===== src/rtl/full_adder.sv =====
// Ripple-carry adder built from a chain of one-bit full-adder cells, with a
// combinational result and a one-stage registered copy carrying signed overflow.

module full_adder_cell (
  input  logic a,
  input  logic b,
  input  logic ci,
  output logic s,
  output logic co
);
  assign s  = a ^ b ^ ci;
  assign co = (a & b) | (a & ci) | (b & ci);
endmodule

module full_adder #(
  parameter int WIDTH = 1
) (
  input  logic             clk,
  input  logic             rst_n,
  input  logic [WIDTH-1:0] a,
  input  logic [WIDTH-1:0] b,
  input  logic             cin,
  input  logic             in_valid,
  output logic [WIDTH-1:0] sum,
  output logic             cout,
  output logic [WIDTH-1:0] sum_r,
  output logic             cout_r,
  output logic             ovf_r,
  output logic             out_valid
);
  typedef struct packed {
    logic [WIDTH-1:0] sum;
    logic             cout;
    logic             ovf;
  } res_t;

  logic [WIDTH:0] c;
  res_t           res_d, res_q;

  assign c[0] = cin;

  genvar i;
  generate
    for (i = 0; i < WIDTH; i++) begin : g_cell
      full_adder_cell u_cell (
        .a  (a[i]),
        .b  (b[i]),
        .ci (c[i]),
        .s  (sum[i]),
        .co (c[i+1])
      );
    end
  endgenerate

  assign cout = c[WIDTH];

  // Carry into vs. out of the MSB; for WIDTH=1 the carry into the MSB is cin.
  assign res_d = '{sum: sum, cout: c[WIDTH], ovf: c[WIDTH] ^ c[WIDTH-1]};

  always_ff @(posedge clk or negedge rst_n) begin
    if (!rst_n) begin
      res_q     <= '0;
      out_valid <= 1'b0;
    end else begin
      out_valid <= in_valid;
      if (in_valid) res_q <= res_d;
    end
  end

  assign sum_r  = res_q.sum;
  assign cout_r = res_q.cout;
  assign ovf_r  = res_q.ovf;

endmodule


===== config.mk =====
export PLATFORM = sky130hd
export DESIGN_NAME = full_adder
export DESIGN_NICKNAME = d
export VERILOG_FILES = /design/src/rtl/full_adder.sv
export SDC_FILE = /design/constraint.sdc
export NUM_CORES = 1
export LEC_CHECK = 0
export BUFFER_PORTS_ARGS = -buffer_cell sky130_fd_sc_hd__clkbuf_2
export CAP_MARGIN = 20
export CORE_AREA = 5 5 42 44
export CTS_CLUSTER_DIAMETER = 200
export DETAILED_ROUTE_END_ITERATION = 8
export DIE_AREA = 0 0 47 49
export PLACE_DENSITY = 0.3
export SYNTH_ARGS = -nofsm -noshare
export SYNTH_HDL_FRONTEND = slang
export SYNTH_SLANG_ARGS = --single-unit

===== constraint.sdc =====
create_clock -name clk -period 0.8 [get_ports clk]
set_input_delay 0.16 -clock clk [delete_from_list [all_inputs] [get_ports clk]]
set_output_delay 0.16 -clock clk [all_outputs]
set_load 0.005 [all_outputs]

======== Word-level counts from Yosys, hierarchy flattened ========
Index checks and enable logic that the tools add are counted.
word-level totals
  bits of input ports ..................... 6
  bits in registers ....................... 4
  output and inout bits ................... 6
  logic and storage cells ................. 12
cells by class
  bitwise logic cells ..................... 8
operators by type and width
  operator     number
  $and 1x1->1  3
  $xor 1x1->1  3
  $or 1x1->1   2

======== Depth between registers and ports, before layout ========
  depth after elaboration ................. 4
  mapped depth ............................ 3
  mapped depth without buffers ............ 3

======== Hierarchy ========
A second synthesis with hierarchy kept.
unflattened totals
  cell total of the unflattened synthesis .. 10
  area, all modules ....................... 160.2 sq um
modules (own cells, without submodules)
  module           area an instance (sq um)  instances  cells each  seq. area each (sq um)
  full_adder       140.1                     1          9           100.1
  full_adder_cell  20.0                      1          1           0.0

======== Worst setup path after synthesis ========
OpenSTA, ideal clock, no wires.
  path type ............................... input to register
  start point ............................. input port a
  end point ............................... register res_q (netlist bit sum_r)
  library setup time ...................... 0.125 ns
  arrival ................................. 0.920 ns
  required time ........................... 0.675 ns
  path slack .............................. -0.244 ns
  stages .................................. 2
  path buffers ............................ 0
  cell sequence ........................... fa_1 -> mux2_2
on the way
  word-level cells in the longest chain between the ends .. 2
RTL lines
  what                      line  source
  start: declaration        20    input logic [WIDTH-1:0] a,
  $xor 1x1->1 (2 in a row)  11    assign s = a ^ b ^ ci;
  end signal: assignment    66    if (in_valid) res_q <= res_d;
  end: declaration          38    res_t res_d, res_q;
Every way passes these cells.
A chain may end at the register's enable or synchronous reset.

======== Worst setup path after layout ========
  start point ............................. input port a
  end point ............................... output port sum
on the way
  word-level cells in the longest chain between the ends .. 2
RTL lines
  what                      line  source
  $xor 1x1->1 (2 in a row)  11
  end: declaration          24    output logic [WIDTH-1:0] sum,
Every way passes these cells.

==> impl_metrics.env <==
export IMPL_status="finished with violations"
export IMPL_violations="setup timing"
export IMPL_end_kind="output port"
export IMPL_overflow=0
export IMPL_drive_above_1_share_pct=75.00
export IMPL_dieArea_sq_mm=0.002303
export IMPL_synth_nets=17
export IMPL_cp_required_ns=0.64
export IMPL_pwr_share_seq_pct=37.8
export IMPL_nNetsFinal=37
export IMPL_cts_tree="yes"
export IMPL_die_y_microns=49
export IMPL_area_growth_pct=98.44
export IMPL_combPwrFrac_pct=23.9
export IMPL_fin_crit_ns=1.094
export IMPL_synthCells=10
export IMPL_max_cap_violations=0
export IMPL_dp_hpwl_microns=378.2
export IMPL_antenna_found_initial=0
export IMPL_first_global_vias=185
export IMPL_drt_wirelength_per_cell_microns=9.955
export IMPL_slew_headroom_pct=91.49
export IMPL_io_pins=12
export IMPL_synth_top_family_by_area="multiplexers"
export IMPL_cts_buffers=3
export IMPL_drtAntennaViolNets=0
export IMPL_hold_viol_final=0
export IMPL_dpl_cell_area_sq_um=249.0
export IMPL_fmax_mhz=914.0
export IMPL_drtIter0Drc=1
export IMPL_wirelength_microns=438
export IMPL_synth_top_flop_cell="dfrtp_1"
export IMPL_cts_buffer_depth=2
export IMPL_yosysMostFrequentCell="dfrtp_1"
export IMPL_cp_max_fo=2
export IMPL_p_leak_nw=0.1611
export IMPL_powerDensity_mw_per_mm2=2039
export IMPL_grt_pass1_wl_microns=710
export IMPL_synth_xor_area_share_pct=5.469
export IMPL_p_int_w=0.0004965
export IMPL_clock_latency_ns=0.23
export IMPL_synthTopCellsByCount="dfrtp_1, mux2_2"
export IMPL_switching_share_pct=23.38
export IMPL_clk_pin_slew_ns=0.04
export IMPL_core_area_sq_mm=0.001401
export IMPL_synth_compound_area_share_pct=3.125
export IMPL_grtUsageTotal_pct=4.806
export IMPL_cp_arrival_ns=0.93
export IMPL_rsz0062_at_grt="true"
export IMPL_rows=14
export IMPL_cts_sinks=4
export IMPL_synth_edf_count=0
export IMPL_grt_start_max_net_pins=6
export IMPL_async_flop_share_pct=100.0
export IMPL_stdcell_area_sq_um=317.8
export IMPL_gp_congestion=0.6275
export IMPL_synth_simple_area_share_pct=2.344
export IMPL_clkPwrFrac_pct=38.3
export IMPL_firstDrtPassIters=2
export IMPL_yosys_top_cells_area="dfrtp_1, mux2_2, fa_1"
export IMPL_ys_seq_elements=4
export IMPL_power_switching_w=0.0001515
export IMPL_avgSynthCellArea_sq_um=16.02
export IMPL_drv_slew=0
export IMPL_fin_total_pwr_w=0.0006479
export IMPL_worstSetupPathType="input port to output port"
export IMPL_die_w_microns=47
export IMPL_synthAdderAreaFrac_pct=12.50
export IMPL_htreeDepth=1
export IMPL_port_buffers=11
export IMPL_cp_slowest_cell="fa_2"
export IMPL_synth_top_area_share_pct=62.50
export IMPL_synth_warning_count=0
export IMPL_min_period_over_period_pct=136.8
export IMPL_setup_viol=9
export IMPL_cp_slowest_stage_delay_ns=0.57
export IMPL_hold_path_class="input port to register"
export IMPL_yosysTopAreaCell="dfrtp_1"
export IMPL_fill_cells=153
export IMPL_cp_num_buf_inv=2
export IMPL_finClkSkew_ns=0
export IMPL_worstPathCellList="buf_6, fa_2, clkbuf_2"
export IMPL_finalWorstSetupSlack_ns=-0.2941
export IMPL_start_kind="input port"
export IMPL_setup_tns_ns=-1.027
export IMPL_synth_cell_area_sq_um=160.2
export IMPL_via_per_inst=3.500
export IMPL_cts_root_buffer="clkbuf_4"
export IMPL_via_count=154
export IMPL_cp_top_family="adder cells"
export IMPL_drc=0
export IMPL_ys_seq_area_share_pct=62.50
export IMPL_post_place_ws_ns=-0.3462
export IMPL_start_util_pct=11.43
export IMPL_diodes=0
export IMPL_synth_cell_types=6
export IMPL_ir_worst_vdd_mv=0.6180
export IMPL_worst_pin_slew_ns=0.1276
export IMPL_muxShareOfSynthArea_pct=14.06
## flip-flops by register name (all words and copies together) (netlist names)
name       flops
cout_r         1
out_valid      1
ovf_r          1
sum_r          1
## cell type report
type	instances	area [sq um]	share of cell area [%]
Clock buffer	3	22.52	7.087
Multi-Input combinational cell	6	77.57	24.41
Sequential cell	4	100.1	31.50
Tap cell	16	20.02	6.299
Timing Repair Buffer	15	97.59	30.71
## layer usage
layer | global-route usage (%) | share of wire, % | vias to the layer above
li1 | - | - | 69
met2 | 5.204 | 42 | 14
met1 | 4.667 | 37 | 69
met3 | 3.321 | 17 | 2
met5 | 0 | 0 | -
met4 | 6.912 | 2.7 | 0
## worst paths after layout
kind	to	startpoint	cells after the start	slack (ns)
hold / removal	out_valid	in_valid	1	0.13
hold reg to reg	cout_r	cout_r	1	0.52
setup / recovery	sum	a	3	-0.29
max in group asynchronous	cout_r	rst_n	2	0.41
min in group asynchronous	ovf_r	rst_n	2	0.28
setup reg to reg	sum_r	sum_r	1	0.03
## layout by cell type (no fill, tap or decap)
cell type | netlist | layout
xnor2_2 | 0 | 1
dlygate4sd3_1 | 0 | 1
nor2_1 | 1 | 1
clkbuf_2 | 0 | 10
a21oi_1 | 1 | 1
clkbuf_4 | 0 | 3
buf_4 | 0 | 2
dfrtp_1 | 4 | 4
fa_2 | 0 | 1
buf_6 | 0 | 2
mux2_4 | 0 | 2
## power groups by stage
stage                     clock network [W]  logic [W]  registers, W
after floorplan                           0  0.0000462      0.000247
after global placement                    0   0.000120      0.000245
after detailed placement                  0   0.000123      0.000246
after CTS                          0.000261   0.000157      0.000245
after global routing               0.000280   0.000168      0.000249
final                              0.000248   0.000155      0.000245
## stage by stage
stage,hold WS [ns],cells,utilization (%)
6_report,0.1260,44,22.68
2_1_floorplan,-0.1356,10,-
5_1_grt,0.1164,44,22.68
3_5_place_dp,-0.03108,38,17.77
3_3_place_gp,-0.03022,38,17.77
4_1_cts,0.1174,44,22.23
## what timing repair did
item | CTS | global route
resized for setup | 3 | 1
hold endpoints to repair | 4 | 0
setup endpoints to repair | 8 | 9
buffers inserted | 2 | 0
hold buffers | 1 | 0
pin swaps | 1 | 1
## cell families after synthesis
| logic type | Yosys count |
|---|---|
| flip-flops | 4 |
| adder cells (fa/ha/maj) | 1 |
| XOR/XNOR | 1 |
| multiplexers | 2 |
| AO/OA/AOI/OAI | 1 |
| AND/OR/NAND/NOR | 1 |
No activity file was read; power rests on OpenSTA's default activity.
